===== src/rtl/dec_pkg.sv =====
// Shared types and helpers for the streaming 2-to-4 decoder.
package dec_pkg;

    localparam int CODE_W   = 2;
    localparam int ONEHOT_W = 4;

    // Occupancy of the 2-entry skid buffer
    typedef enum logic [1:0] {
        EMPTY = 2'd0,
        ONE   = 2'd1,
        TWO   = 2'd2
    } occ_t;

    // One-hot decode of a code. A disabled decode produces the all-zero word.
    function automatic logic [ONEHOT_W-1:0] code2onehot(input logic [CODE_W-1:0] code,
                                                        input logic              en);
        logic [ONEHOT_W-1:0] y;
        y = '0;
        if (en) begin
            y[code] = 1'b1;
        end
        return y;
    endfunction

endpackage


===== src/rtl/dec_skid2.sv =====
// Two-entry FIFO skid buffer with valid/ready on both sides.
// in_ready depends only on the registered occupancy, so there is no
// combinational path from out_ready to in_ready.
module dec_skid2
    import dec_pkg::*;
#(
    parameter int W = 4
) (
    input  logic         clk,
    input  logic         rst,
    input  logic         in_valid,
    output logic         in_ready,
    input  logic [W-1:0] in_data,
    output logic         out_valid,
    input  logic         out_ready,
    output logic [W-1:0] out_data
);

    occ_t         state;
    occ_t         next_state;
    logic [W-1:0] head;
    logic [W-1:0] tail;
    logic         push;
    logic         pop;

    assign push = in_valid && in_ready;
    assign pop  = out_valid && out_ready;

    // Occupancy register; reset discards both entries immediately
    always_ff @(posedge clk or posedge rst) begin
        if (rst) begin
            state <= EMPTY;
        end else begin
            state <= next_state;
        end
    end

    // Occupancy transitions driven by push/pop
    always_comb begin
        next_state = state;
        case (state)
            EMPTY: if (push)              next_state = ONE;
            ONE: begin
                if (push && !pop)         next_state = TWO;
                else if (pop && !push)    next_state = EMPTY;
            end
            TWO:   if (pop)               next_state = ONE;
            default:                      next_state = EMPTY;
        endcase
    end

    // Handshake outputs; the word is forced to zero whenever nothing is held
    always_comb begin
        in_ready  = (state != TWO);
        out_valid = (state != EMPTY);
        out_data  = (state != EMPTY) ? head : '0;
    end

    // Entry storage: the head always holds the oldest word, and the second entry moves up on a pop from full
    always_ff @(posedge clk or posedge rst) begin
        if (rst) begin
            head <= '0;
            tail <= '0;
        end else begin
            case (state)
                EMPTY: begin
                    if (push) head <= in_data;
                end
                ONE: begin
                    if (push && pop)  head <= in_data;
                    else if (push)    tail <= in_data;
                end
                TWO: begin
                    if (pop) head <= tail;
                end
                default: begin
                    head <= head;
                end
            endcase
        end
    end

endmodule


===== src/rtl/dec2x4_stream.sv =====
// Streaming 2-to-4 one-hot decoder with enable and a built-in scan source.
// The scan source walks codes 0..3, pushing one every SCAN_DWELL cycles and
// waiting (dwell held) while the buffer is full so no code is ever skipped.
module dec2x4_stream
    import dec_pkg::*;
#(
    parameter int SCAN_DWELL = 4
) (
    input  logic                clk,
    input  logic                rst,
    input  logic                en,
    input  logic                scan,
    input  logic                in_valid,
    output logic                in_ready,
    input  logic [CODE_W-1:0]   in_code,
    output logic                out_valid,
    input  logic                out_ready,
    output logic [ONEHOT_W-1:0] out_y,
    output logic                scan_wrap
);

    localparam logic [7:0] DWELL_LAST = 8'(SCAN_DWELL - 1);

    logic [7:0]          dwell;
    logic [CODE_W-1:0]   scan_code;
    logic                scan_fire;
    logic                buf_ready;
    logic                src_valid;
    logic [CODE_W-1:0]   src_code;
    logic [ONEHOT_W-1:0] push_data;

    // Source select and enable gating; the scan push only fires when the buffer has room
    always_comb begin
        scan_fire = scan && (dwell == DWELL_LAST) && buf_ready;
        src_valid = scan ? scan_fire : in_valid;
        src_code  = scan ? scan_code : in_code;
        push_data = code2onehot(src_code, en);
        in_ready  = buf_ready && !scan;
    end

    // Scan counters and the wrap pulse; everything idles at zero outside scan mode
    always_ff @(posedge clk or posedge rst) begin
        if (rst) begin
            dwell     <= '0;
            scan_code <= '0;
            scan_wrap <= 1'b0;
        end else if (!scan) begin
            dwell     <= '0;
            scan_code <= '0;
            scan_wrap <= 1'b0;
        end else begin
            scan_wrap <= scan_fire && (scan_code == 2'd3);
            if (scan_fire) begin
                dwell     <= '0;
                scan_code <= scan_code + 2'd1;
            end else if (dwell != DWELL_LAST) begin
                dwell <= dwell + 8'd1;
            end
        end
    end

    dec_skid2 #(.W(ONEHOT_W)) u_skid (
        .clk       (clk),
        .rst       (rst),
        .in_valid  (src_valid),
        .in_ready  (buf_ready),
        .in_data   (push_data),
        .out_valid (out_valid),
        .out_ready (out_ready),
        .out_data  (out_y)
    );

endmodule


===== config.mk =====
export PLATFORM = sky130hd
export DESIGN_NAME = dec2x4_stream
export DESIGN_NICKNAME = d
export VERILOG_FILES = /design/src/rtl/dec_pkg.sv /design/src/rtl/dec_skid2.sv /design/src/rtl/dec2x4_stream.sv
export SDC_FILE = /design/constraint.sdc
export NUM_CORES = 1
export LEC_CHECK = 0
export ABC_AREA = 1
export CAP_MARGIN = 20
export CORE_AREA = 2 2 63 65
export DETAILED_ROUTE_END_ITERATION = 12
export DIE_AREA = 0 0 65 67
export GPL_TIMING_DRIVEN = 0
export PLACE_DENSITY = 0.64
export SLEW_MARGIN = 10
export SYNTH_ARGS = -nofsm -noshare
export SYNTH_HDL_FRONTEND = slang
export SYNTH_SLANG_ARGS = --single-unit

===== constraint.sdc =====
create_clock -name clk -period 1.5 [get_ports clk]
set_input_delay 0.3 -clock clk [delete_from_list [all_inputs] [get_ports clk]]
set_output_delay 0.3 -clock clk [all_outputs]
set_load 0.01 [all_outputs]

==> summary.md <==
| Metric | Value |
|---|---|
| Sequential share of the synthesized area | 42.6% |
| Final Instance Area | 1540 µm² |
| CTS buffer count | 3 |
| First-pass GRT wire length | 4.20 mm |
| Top cells by area, synth | dfrtp_1 (43%), nand2_1 (12%), nand3_1 (6.1%), inv_1 (5.8%), nand2_4 (5.5%) |
| Pwr per Cell Area | 977 nW/µm² |
| Vias in the first global route | 961 |
| Share of cells above drive strength 1 | a little over a quarter |
| Final net count | 191 |
| Tightest Pin Transition | a little over 800 ps |
| Crit path capture type | primary output |
| Routability Congestion | 0.771 |
| Setup crit start kind | flop |
| I/O pin cnt | 15 |
| H-tree depth | 1 |
| Initial antenna violation count | 0 |
| Die W | 65 µm |
| Pin count of the biggest net entering global routing | 22 |
| Post-DP Area | around 1400 µm² |
| Drt drc | 0 |
| Post-Place Worst Slack | -143 ps |
| Via count | 1,041 |
| Gate Count Post-Synth | 155 |
| Reg2Reg Setup Slack | 100 ps |
| Status | finished, final reports clean |
| Clock skew | 3.48 ps |
| Drt wl/cell | around 11 µm |
| Synthesized cell area | 1230 µm² |
| Setup crit start | u_skid.state[1] |
| Multi-input logic area | around 630 µm² |
| Final setup margin | 38.5 ps |
| Post-synth EDFFs | 0 |
| Number of routed nets with antenna violations | 0 |
| Asr flop ratio synth | 100% |
| Starting Density | 34.2% |
| Worst Path Required | 1200 ps |
| Post-CTS Hold Buffers | 0 |
| Bufs on Longest Clock Path | 2 |
| Placed wire-length estimate | 1.73 mm |
| Max VDD drop | 0.487 mV |
| Drt total wl | 2.49 mm |
| Syn avg cell area | 7.96 µm² |
| Final setup vio count | 0 |
| Min-delay src | scan |
| Total Power | 1.51 mW |
| Final period util | 97.4% |
| Clk sink count | 21 |
| Clk slew on worst S/H paths | 80 ps |
| FMAX | about 680 MHz |
| Die Area | roughly 4400 µm² |
| Synth Register Bits | 21 |
| CP arrival | 1160 ps |
| WHS | ~300 ps |
| Dominant cell type by area after synthesis | dfrtp_1 |
| Total gr overflow | 0 |
| CTS tree | built |
| Register area | about 530 µm² |
| Worst R2R Path Depth | 8 |
| Number of inserted diodes | 0 |
| Vias per Instance | approximately 4.6 |
| Core area | 3610 µm² |
| Tmin final | 1460 ps |
| # rows | 22 |
| Largest fanout on the critical path | 4 |
| Fin. Hold Viols | 0 |
| RSZ-0062 raised after global routing | yes |
| Worst min-delay path class | in -> reg |
| Crit path kind | reg -> out |
| Primary FF master, synth | dfrtp_1 |
| Cell variety after synth | 21 |
| Net Count, Synth | 165 |
| Synth warn | 0 |
| Detailed router's first-iteration violation count | 38 |
| Hold path cells | 3 |
| Top-area cell type share of the netlist area | 42.6% |
| Pleak | 0.764 nW |
| # Max-Cap Violations | 0 |
| Area grow syn2layout | 25.1% |
| IO Port Bufs | 13 |
| Overall Global Routing Usage | 12.5% |
| Worst-Skew Late Latency | approximately 260 ps |
| Worst rel slew slack | 46.2% |
| DR pass1 iterations | 4 |
| Fillcell total | 374 |
| Worst r2r src | dwell[2] |
| CTS Root Cell | clkbuf_8 |
| Die height | around 67 µm |
| Fin. max-slew vios | 0 |
[report_power, final]
| part | switching, mW | leakage (nW) | total (mW) | internal [mW] |
|---|---|---|---|---|
| clock network | 0.198 | 0.0255 | 0.384 | 0.185 |
| registers | 0.0533 | 0.284 | 0.689 | 0.635 |
| logic | 0.244 | 0.454 | 0.435 | 0.192 |
[cells in the mapped netlist (3+ instances only)]
master / instances
nand2_1: 40
nand3_1: 15
o21ai_2: 3
nand4_1: 4
nor2_2: 4
xor2_1: 3
nand2_4: 6
inv_1: 19
a21oi_1: 3
nand2_2: 4
o21ai_0: 7
dfrtp_1: 21
nor2_1: 15
[path summary, 6_finish.rpt]
check / to
max: out_y[1]
min: dwell[2]
max reg2reg: u_skid.tail[1]
min reg2reg: u_skid.head[1]
max in group asynchronous: u_skid.state[1]
min in group asynchronous: dwell[3]
[logic make-up (layout without fill, tap and decap cells)]
| logic type | count (synthesis) | in the layout | synth area share [%] |
|---|---|---|---|
| buffers and inverters | 23 | 48 | 8.62 |
| AND/OR/NAND/NOR | 91 | 91 | 37.1 |
| flip-flops | 21 | 21 | 42.6 |
| AO/OA/AOI/OAI | 14 | 14 | 6.80 |
| XOR/XNOR | 4 | 4 | 2.84 |
| adder cells (fa/ha/maj) | 2 | 2 | 2.03 |
[state kept, by name (all words and copies together), names as in the netlist]
register      count
scan_wrap         1
u_skid.tail       4
scan_code         2
dwell             8
u_skid.state      2
u_skid.head       4
[layer usage]
metal,GRT usage (%),part of all wire [%],up-vias
met3,4.22,4.6,4
met2,19.3,47,20
met1,16.4,47,474
met4,4.26,1.2,0
met5,0,0,-
li1,-,-,543
[stage by stage]
| step | TNS (ps) | instances | util (%) |
|---|---|---|---|
| 6_report | 0 | 228 | 42.8 |
| 5_1_grt | -114 | 228 | 42.8 |
| 4_1_cts | 0 | 222 | 40.9 |
| 3_5_place_dp | -615 | 216 | 39.5 |
| 3_3_place_gp | -546 | 216 | 39.5 |
| 2_1_floorplan | 0 | 155 | - |
[final cells by class]
class                           count  area share [%]
Clock buffer                        3            2.68
Multi-Input combinational cell    111            40.6
Clock inverter                      1           0.324
Inverter                           21            5.43
Buffer                              2            1.46
Timing Repair Buffer               21            11.4
Tap cell                           48            3.89
Sequential cell                    21            34.1
[layout by cell type (no fill, tap or decap), drive strengths merged, types with 2 or more instances in the layout]
master,netlist,routed
dfrtp,21,21
inv,21,21
nand4,4,4
clkdlybuf4s50,0,7
a21oi,3,3
o21ai,10,10
nand2,50,50
nand3,16,16
xor2,3,3
clkbuf,0,5
nor2,20,20
buf,2,14
ha,2,2
[worst max-delay path, stage by stage (launching register included)]
cell     delay, ps
dfrtp_2        460
nor2_4         170
buf_4          120
nor2_1          30
buf_2          120
[what timing repair did]
| action | 4_1_cts | 5_1_grt |
|---|---|---|
| pin swaps | 2 | 3 |
| setup buffers | 2 | 6 |
| setup endpoints to repair | 6 | 15 |
| hold endpoints to repair | 0 | 0 |
| resized for setup | 23 | 12 |
Power figures use the tool's default switching activity.
